==> src/rtl/line_buffer_scheduler_pkg.sv <==
// Shared types and helpers for the line-buffer scheduler: bank geometry,
// frame state encoding and buffer-select masks.
package line_buffer_scheduler_pkg;

  localparam int NUM_BUFS = 4;
  localparam int KERNEL_H = 3;

  typedef enum logic [1:0] {
    IDLE = 2'd0,
    RUN  = 2'd1,
    FIN  = 2'd2
  } state_e;

  // One-hot select of a single buffer in the bank.
  function automatic logic [NUM_BUFS-1:0] buf_onehot(input logic [1:0] idx);
    return 4'b0001 << idx;
  endfunction

  // The three buffers of the window, starting at the top row and wrapping mod 4.
  function automatic logic [NUM_BUFS-1:0] oe_mask(input logic [1:0] top);
    logic [NUM_BUFS-1:0] m;
    logic [1:0]          idx;
    m = 4'b0000;
    for (int k = 0; k < KERNEL_H; k++) begin
      idx    = top + 2'(k);
      m[idx] = 1'b1;
    end
    return m;
  endfunction

endpackage

==> src/rtl/line_buffer_scheduler_if.sv <==
// Handshake and buffer-control bundle between the scheduler and its
// feature source, line-buffer bank and window consumer.
interface line_buffer_scheduler_if
  import line_buffer_scheduler_pkg::*;
#(
  parameter int LINE_W = 8
);
  localparam int AW = (LINE_W > 1) ? $clog2(LINE_W) : 1;

  logic                start;
  logic                in_valid;
  logic                in_ready;
  logic [NUM_BUFS-1:0] we;
  logic [AW-1:0]       wr_addr;
  logic                rd_valid;
  logic                out_ready;
  logic [NUM_BUFS-1:0] oe;
  logic [AW-1:0]       rd_addr;
  logic [1:0]          rd_top;
  logic                busy;
  logic                done;

  modport master (
    output start, in_valid, out_ready,
    input  in_ready, we, wr_addr, rd_valid, oe, rd_addr, rd_top, busy, done
  );

  modport slave (
    input  start, in_valid, out_ready,
    output in_ready, we, wr_addr, rd_valid, oe, rd_addr, rd_top, busy, done
  );
endinterface

==> src/rtl/line_buffer_scheduler_col.sv <==
// Modulo-LINE_W column counter with enable, clear and a wrap pulse that
// marks the enabled step from the last column back to zero.
module lb_col_counter #(
  parameter int LINE_W = 8,
  parameter int CW     = (LINE_W > 1) ? $clog2(LINE_W) : 1
) (
  input  logic          clk,
  input  logic          rst,
  input  logic          clr,
  input  logic          en,
  output logic [CW-1:0] count,
  output logic          wrap
);

  assign wrap = en && (count == CW'(LINE_W - 1));

  // Column position, cleared outside a frame.
  always_ff @(posedge clk) begin
    if (rst || clr) begin
      count <= {CW{1'b0}};
    end else if (wrap) begin
      count <= {CW{1'b0}};
    end else if (en) begin
      count <= count + CW'(1);
    end
  end

endmodule

==> src/rtl/line_buffer_scheduler.sv <==
// Frame sequencer for the 4-entry circular line-buffer bank: steers writes,
// issues 3-row window-column reads, and blocks overwrite of unread lines.
module line_buffer_scheduler
  import line_buffer_scheduler_pkg::*;
#(
  parameter int LINE_W = 8,
  parameter int IMG_H  = 8
) (
  input  logic                    clk,
  input  logic                    rst,
  line_buffer_scheduler_if.slave  bus
);

  localparam int AW = (LINE_W > 1) ? $clog2(LINE_W) : 1;
  // Wide enough for rd_row + NUM_BUFS without overflow.
  localparam int LW = $clog2(IMG_H + NUM_BUFS + 1);

  state_e          state_r;
  logic [LW-1:0]   wr_line_r;
  logic [LW-1:0]   rd_row_r;
  logic [1:0]      rd_top_r;
  logic [AW-1:0]   wr_col_s;
  logic [AW-1:0]   rd_col_s;
  logic            wr_wrap_s;
  logic            rd_wrap_s;
  logic            run_s;
  logic            clr_s;
  logic            in_ready_s;
  logic            rd_valid_s;
  logic            wr_fire_s;
  logic            rd_fire_s;
  logic            last_read_s;

  assign run_s       = (state_r == RUN);
  assign clr_s       = !run_s;
  assign in_ready_s  = run_s && (wr_line_r < LW'(IMG_H))
                       && (wr_line_r < rd_row_r + LW'(NUM_BUFS));
  assign rd_valid_s  = run_s && (rd_row_r < LW'(IMG_H - 2))
                       && (wr_line_r >= rd_row_r + LW'(KERNEL_H));
  assign wr_fire_s   = bus.in_valid && in_ready_s;
  assign rd_fire_s   = rd_valid_s && bus.out_ready;
  assign last_read_s = rd_fire_s && rd_wrap_s && (rd_row_r == LW'(IMG_H - 3));

  lb_col_counter #(.LINE_W(LINE_W), .CW(AW)) u_wr_col (
    .clk   (clk),
    .rst   (rst),
    .clr   (clr_s),
    .en    (wr_fire_s),
    .count (wr_col_s),
    .wrap  (wr_wrap_s)
  );

  lb_col_counter #(.LINE_W(LINE_W), .CW(AW)) u_rd_col (
    .clk   (clk),
    .rst   (rst),
    .clr   (clr_s),
    .en    (rd_fire_s),
    .count (rd_col_s),
    .wrap  (rd_wrap_s)
  );

  // Frame state: start is only honoured from IDLE.
  always_ff @(posedge clk) begin
    if (rst) begin
      state_r <= IDLE;
    end else begin
      case (state_r)
        IDLE:    state_r <= bus.start ? RUN : IDLE;
        RUN:     state_r <= last_read_s ? FIN : RUN;
        FIN:     state_r <= IDLE;
        default: state_r <= IDLE;
      endcase
    end
  end

  // Line completion and row retirement update independently, so both land
  // when they coincide.
  always_ff @(posedge clk) begin
    if (rst || clr_s) begin
      wr_line_r <= {LW{1'b0}};
      rd_row_r  <= {LW{1'b0}};
      rd_top_r  <= 2'd0;
    end else begin
      if (wr_fire_s && wr_wrap_s) begin
        wr_line_r <= wr_line_r + LW'(1);
      end
      if (rd_fire_s && rd_wrap_s) begin
        rd_row_r <= rd_row_r + LW'(1);
        rd_top_r <= rd_top_r + 2'd1;
      end
    end
  end

  assign bus.in_ready = in_ready_s;
  assign bus.we       = wr_fire_s ? buf_onehot(wr_line_r[1:0]) : {NUM_BUFS{1'b0}};
  assign bus.wr_addr  = wr_col_s;
  assign bus.rd_valid = rd_valid_s;
  assign bus.oe       = rd_fire_s ? oe_mask(rd_top_r) : {NUM_BUFS{1'b0}};
  assign bus.rd_addr  = rd_col_s;
  assign bus.rd_top   = rd_top_r;
  assign bus.busy     = (state_r != IDLE);
  assign bus.done     = (state_r == FIN);

endmodule

==> src/flat_wrapper.sv <==
// flat-port wrapper written by rule: the top's interface ports become plain ports
module line_buffer_scheduler_flat import line_buffer_scheduler_pkg::*;
#(
  parameter int LINE_W = 8,
  parameter int IMG_H  = 8
)
  (clk, rst, bus_start, bus_in_valid, bus_out_ready, bus_in_ready, bus_we, bus_wr_addr, bus_rd_valid, bus_oe, bus_rd_addr, bus_rd_top, bus_busy, bus_done);
  line_buffer_scheduler_if #(.LINE_W(LINE_W)) bus_i ();
  input  logic clk;
  input  logic rst;
  input wire logic [$bits(bus_i.start)-1:0] bus_start;
  input wire logic [$bits(bus_i.in_valid)-1:0] bus_in_valid;
  input wire logic [$bits(bus_i.out_ready)-1:0] bus_out_ready;
  output wire logic [$bits(bus_i.in_ready)-1:0] bus_in_ready;
  output wire logic [$bits(bus_i.we)-1:0] bus_we;
  output wire logic [$bits(bus_i.wr_addr)-1:0] bus_wr_addr;
  output wire logic [$bits(bus_i.rd_valid)-1:0] bus_rd_valid;
  output wire logic [$bits(bus_i.oe)-1:0] bus_oe;
  output wire logic [$bits(bus_i.rd_addr)-1:0] bus_rd_addr;
  output wire logic [$bits(bus_i.rd_top)-1:0] bus_rd_top;
  output wire logic [$bits(bus_i.busy)-1:0] bus_busy;
  output wire logic [$bits(bus_i.done)-1:0] bus_done;
  assign bus_i.start = bus_start;
  assign bus_i.in_valid = bus_in_valid;
  assign bus_i.out_ready = bus_out_ready;
  assign bus_in_ready = bus_i.in_ready;
  assign bus_we = bus_i.we;
  assign bus_wr_addr = bus_i.wr_addr;
  assign bus_rd_valid = bus_i.rd_valid;
  assign bus_oe = bus_i.oe;
  assign bus_rd_addr = bus_i.rd_addr;
  assign bus_rd_top = bus_i.rd_top;
  assign bus_busy = bus_i.busy;
  assign bus_done = bus_i.done;
  line_buffer_scheduler #(.LINE_W(LINE_W), .IMG_H(IMG_H)) u_core (.clk(clk), .rst(rst), .bus(bus_i));
endmodule
==> config.mk <==
export PLATFORM = sky130hd
export DESIGN_NAME = line_buffer_scheduler_flat
export DESIGN_NICKNAME = d
export VERILOG_FILES = /design/src/rtl/line_buffer_scheduler_pkg.sv /design/src/rtl/line_buffer_scheduler_if.sv /design/src/rtl/line_buffer_scheduler_col.sv /design/src/rtl/line_buffer_scheduler.sv /design/src/flat_wrapper.sv
export SDC_FILE = /design/constraint.sdc
export NUM_CORES = 1
export LEC_CHECK = 0
export BUFFER_PORTS_ARGS = -buffer_cell sky130_fd_sc_hd__buf_2
export CAP_MARGIN = 15
export CORE_AREA = 4 4 55 94
export DETAILED_ROUTE_END_ITERATION = 10
export DIE_AREA = 0 0 59 98
export GPL_TIMING_DRIVEN = 0
export PLACE_DENSITY_LB_ADDON = 0.12
export SYNTH_ARGS = -nofsm -noshare
export SYNTH_HDL_FRONTEND = slang
export SYNTH_SLANG_ARGS = --single-unit
==> constraint.sdc <==
create_clock -name clk -period 3 [get_ports clk]
set_clock_uncertainty 0.05 [all_clocks]
set_input_delay 0.6 -clock clk [delete_from_list [all_inputs] [get_ports clk]]
set_output_delay 0.6 -clock clk [all_outputs]
set_load 0.05 [all_outputs]
---- Word-level counts from Yosys, hierarchy flattened ----
Cells that the tools add are included.
storage, ports and cells
  input port bits ......................... 5
  output and inout bits ................... 20
  register bits after elaboration ......... 18
  logic and storage cells ................. 63
cells by class
  magnitude comparators ................... 10
  shift operators ......................... 1
  eq/ne operators ......................... 5
  bitwise operators ....................... 2
  add/sub/neg operators ................... 8
  muxes and demuxes ....................... 11
  reductions and logical operators ........ 20
operator list
  operator                                             number
  logical AND 1 bit                                    14
  < comparator 2 x 3 -> 1 bit, second input constant   3
  adder 4 x 1 -> 4 bit, second input constant          2
  2-to-1 mux 4 bit                                     2
  bitwise OR 4 bit                                     2
  adder 3 x 1 -> 3 bit, second input constant          2
  demux 1 bit (select 2 bit)                           3
  equality test 3 bit, second input constant           2
  >= comparator 2 x 1 -> 1 bit, second input constant  3
  adder 4 x 2 -> 4 bit, second input constant          1
  adder 4 x 3 -> 4 bit, second input constant          1
  equality test 4 x 3 -> 1 bit, second input constant  1
  >= comparator 4 bit                                  1
  < comparator 4 x 3 -> 1 bit, second input constant   1
  < comparator 4 bit                                   1
  < comparator 4 bit, second input constant            1
  2-to-1 mux 1 bit                                     4
  case mux 2 bit (2 select lines)                      1
  OR reduction 2 bit                                   2
  << shifter 1 x 2 -> 4 bit, first input constant      1
  adder 2 x 1 -> 2 bit, second input constant          1
  adder 2 bit, second input constant                   1
  equality test 2 x 1 -> 1 bit, second input constant  1
  equality test 2 bit, second input constant           1
  5 further kinds                                      5

---- Longest topological paths before layout ----
  depth in word-level cells ............... 9
  gate-level depth with buffers ........... 9
  depth with buffers taken out ............ 8

---- Modules after synthesis ----
A second synthesis with hierarchy kept.
unflattened totals
  cell total of the unflattened synthesis .. 146
  area, all modules ....................... 1,318.8 um^2
by module, submodules not included
  module                 area an instance (um^2)  cells an instance  sequential area each (um^2)  times used
  line_buffer_scheduler  1,001.0                  114                240.2                        1
  lb_col_counter         158.9                    16                 60.1                         2

---- Worst setup path after synthesis ----
OpenSTA, ideal clock, no wires.
  path kind ............................... register -> output
  start ................................... register u_core.rd_row_r[3]
  end ..................................... output bus_in_ready
  data required time ...................... 2.350 ns
  arrival time ............................ 2.662 ns
  slack ................................... -0.312 ns
  buffers on the path ..................... 0
  stages on the path, launching flop included .. 7
  cells stage by stage .................... dfxtp_1 inv_1 ha_1 ha_1 o21a_1 o31a_1 nor4_1
on the way
  cells in the longest elaborated chain, start to end .. 3
ends and longest elaborated chain
  element                 line                         RTL
  start, declared         line_buffer_scheduler.sv:20  logic [LW-1:0] rd_row_r;
  start signal, assigned  line_buffer_scheduler.sv:81  rd_row_r <= {LW{1'b0}};
  start signal, assigned  line_buffer_scheduler.sv:88  rd_row_r <= rd_row_r + LW'(1);
  adder 4 x 3 -> 4 bit    line_buffer_scheduler.sv:37  && (wr_line_r < rd_row_r + LW'(NUM_BUFS));
  < comparator 4 bit      line_buffer_scheduler.sv:37
  logical AND 1 bit       line_buffer_scheduler.sv:37
  end, declared           flat_wrapper.sv:14           output wire logic [$bits(bus_i.in_ready)-1:0] bus_in_ready;
Every way passes these cells.

---- Final worst setup path ----
  start ................................... register u_core.rd_row_r[0]
  end ..................................... output bus_rd_valid
on the way
  cells in the longest elaborated chain, start to end .. 3
  elaborated cells on any way between the ends .. 5
  those cells by class .................... add/sub: 1; order compare: 2; reduce/logical: 2
ends and longest elaborated chain
  element                                                                     line                                                      RTL
  adder 4 x 2 -> 4 bit / < comparator 4 x 3 -> 1 bit (equally long branches)  line_buffer_scheduler.sv:39, line_buffer_scheduler.sv:38
  >= comparator 4 bit / logical AND 1 bit (equally long branches)             line_buffer_scheduler.sv:39, line_buffer_scheduler.sv:38
  logical AND 1 bit *                                                         line_buffer_scheduler.sv:39                               && (wr_line_r >= rd_row_r + LW'(KERNEL_H));
  end, declared                                                               flat_wrapper.sv:17                                        output wire logic [$bits(bus_i.rd_valid)-1:0] bus_rd_valid;
Every way passes the cells marked *; elsewhere a longest branch is shown, timed or not.

==> impl_metrics.env <==
export IMPL_place_inst=224
export IMPL_antenna_cells=0
export IMPL_busiest_layer="met2"
export IMPL_r2r_start="u_core.rd_row_r[0]$_SDFFE_PP0P_"
export IMPL_post_cts_setup_buffers=0
export IMPL_r2r_setup_slack_ns=0.66
export IMPL_path_class="flop to output port"
export IMPL_grt_ovfl_total=0
export IMPL_synth_nets=178
export IMPL_avgSynthCellArea_um2=8.708
export IMPL_holdPathStages=2
export IMPL_drtAntennaViolNets=0
export IMPL_worst_pin_slew_ns=0.5303
export IMPL_clock_root_buffer="clkbuf_8"
export IMPL_hp_class="flop to flop"
export IMPL_nets=206
export IMPL_yosysWarnings=0
export IMPL_status="complete, no violations"
export IMPL_portBuffers=24
export IMPL_min_to="u_core.u_rd_col.count[2]$_SDFFE_PP0P_"
export IMPL_max_freq_mhz=346.8
export IMPL_ctsHoldBuffers=0
export IMPL_slew_headroom_pct=64.32
export IMPL_coreArea_mm2=0.004404
export IMPL_syn_area_mm2=0.001297
export IMPL_hp_start="u_core.u_rd_col.count[2]$_SDFFE_PP0P_"
export IMPL_synth_cell_type_count=36
export IMPL_final_common_cell="ha_1"
export IMPL_syn_inst=149
export IMPL_synthToLayoutAreaGrowth_pct=23.24
export IMPL_synth_area_leaders="dfxtp_1 28%, ha_1 23%, a21oi_1 4.6%"
export IMPL_drive_gt1_share_pct=25.57
export IMPL_synth_top_cell_area_share_pct=27.77
export IMPL_grt_first_pass_wirelength_mm=5.444
export IMPL_worstReg2RegEnd="u_core.rd_row_r[3]$_SDFFE_PP0P_"
export IMPL_stdcell_count=227
export IMPL_cts_sinks=18
export IMPL_ys_seq_area_share_pct=27.77
export IMPL_grt_max_degree=11
export IMPL_wl_per_cell_um=14.05
export IMPL_slew_violations=0
export IMPL_met1_usage_pct=12.50
export IMPL_antenna_found_initial=0
export IMPL_clk_latency_ns=0.25
export IMPL_drt_wl_total_mm=3.190
export IMPL_hold_viol_final=0
export IMPL_power_leakage_nw=0.6800
export IMPL_layout_common_cells="24 x ha_1, 20 x buf_2, 15 x dfxtp_1"
export IMPL_remaining_drc_errors=0
export IMPL_via_per_inst=5.154
export IMPL_final_cell_area_mm2=0.001599
export IMPL_ctsResizeCount=11
export IMPL_synth_edf_count=0
export IMPL_dr_pass1_iters=5
export IMPL_cap_violations=0
export IMPL_cp_arrival_ns=2.23
export IMPL_die_height_um=98
export IMPL_pin_count=25
export IMPL_cp_end_kind="output port"
export IMPL_grtUsageMet2_pct=23.25
export IMPL_dpl_hpwl_mm=2.652
export IMPL_die_area_mm2=0.005782
export IMPL_r2r_cells=8
export IMPL_rsz0062_at_grt="no"
export IMPL_clkTransAtPathRegs_ns=0.07
export IMPL_power_density_mw_per_mm2=318.0
export IMPL_worstSetupStartpointType="flop"
export IMPL_min_period_ns=2.883
export IMPL_gp_congestion=0.8567
export IMPL_synthFlopType="dfxtp_1"
export IMPL_vias=1170
export IMPL_required_ns=2.35
export IMPL_irDropWorstVdd_mv=0.2035
export IMPL_fp_dieW_um=59
export IMPL_fp_row_count=32
export IMPL_clk_path_buf_depth=2
export IMPL_async_flop_share_pct=0
export IMPL_setup_violations=0
export IMPL_placedInstanceArea_mm2=0.001493
export IMPL_finalCritPeriodShare_pct=96.11
export IMPL_htreeDepth=1
export IMPL_grt_use_met3_pct=1.587
export IMPL_crit_start="u_core.rd_row_r[0]$_SDFFE_PP0P_"
export IMPL_yosysTopAreaCell="dfxtp_1"
export IMPL_initial_utilization_pct=29.46
export IMPL_drtIter0Drc=27
export IMPL_whs_ns=0.4276
export IMPL_cts_tree="yes"
export IMPL_numCtsBuffers=3
export IMPL_grt_pass1_vias=1221
export IMPL_path_max_fanout=9
export IMPL_track_usage_pct=11.90
export IMPL_synth_seq_cells=18
per-layer routing:
| layer | share of wire [%] | vias to the layer above |
|---|---|---|
| met4 | 0.94 | 0 |
| met2 | 56 | 21 |
| met3 | 2.6 | 4 |
| met1 | 40 | 544 |
| met5 | 0 | - |
| li1 | - | 601 |
registers in the layout (all words and copies together), names as in the netlist:
| name | count |
|---|---|
| u_core.rd_row_r | 4 |
| u_core.wr_line_r | 4 |
| u_core.u_rd_col.count | 3 |
| u_core.u_wr_col.count | 3 |
| u_core.bus.rd_top | 2 |
| u_core.state_r | 2 |
worst max path at each step:
stage | endpoint | slack, ns
2_1_floorplan | bus_oe[0] | -0.14
3_3_place_gp | bus_oe[1] | -0.16
3_5_place_dp | bus_oe[1] | -0.23
4_1_cts | bus_rd_valid | 0.01
5_1_grt | bus_rd_valid | 0.008
6_report | bus_rd_valid | 0.12
logic make-up (layout without fill, tap and decap cells):
kind of cell / after synthesis / after routing / share of synthesized area (%)
AND/OR/NAND/NOR: 53 / 53 / 24.40
AO/OA/AOI/OAI: 34 / 34 / 16.68
adder cells (fa/ha/maj): 24 / 24 / 23.14
flip-flops: 18 / 18 / 27.77
buffers and inverters: 15 / 42 / 4.339
multiplexers: 3 / 3 / 2.314
XOR/XNOR: 2 / 2 / 1.350
metrics by stage:
stage / setup slack [ns] / total power [mW] / setup TNS, ns / utilization [%]
after floorplan: -0.1361 / 0.2920 / -0.5445 / -
after global placement: -0.1639 / 0.3075 / -0.6474 / 33.89
after detailed placement: -0.2288 / 0.3085 / -0.8714 / 33.89
after CTS: 0.01083 / 0.5192 / 0 / 35.94
after global routing: 0.007890 / 0.5386 / 0 / 36.31
final: 0.1168 / 0.5085 / 0 / 36.31
worst max-delay path, cell delays in order, from the launching register on:
cell and delay [ns]:
dfxtp_4 0.39, inv_1 0.08, ha_1 0.21, xor2_1 0.15, ha_1 0.27, o21a_1 0.20, o211ai_2 0.36, nor2_1 0.09
buf_2 0.22
power by group:
| part | switching, mW | internal [mW] |
|---|---|---|
| combinational | 0.0439 | 0.0190 |
| clock | 0.0868 | 0.117 |
| sequential | 0.00242 | 0.240 |
| total | 0.133 | 0.375 |
cell usage after synthesis (2+ instances only):
library cell,number
inv_1,11
and3_1,4
nor2b_1,2
ha_1,24
nor3_1,4
mux2i_1,3
clkbuf_1,3
a21oi_1,12
nand2_1,6
nand4_1,6
o21ai_0,7
nor4_1,3
nand3_1,5
or3_1,2
o21a_1,3
or4_1,4
nand3b_1,2
o31ai_1,7
nor2_1,7
dfxtp_1,18
layout make-up:
type	instances	area [um2]
Tap cell	51	63.81
Clock buffer	4	55.05
Fill cell	491	2805
Sequential cell	18	366.6
Multi-Input combinational cell	116	927.1
Timing Repair Buffer	24	133.9
Inverter	12	45.04
Buffer	2	7.507
Power figures use the tool's default switching activity.
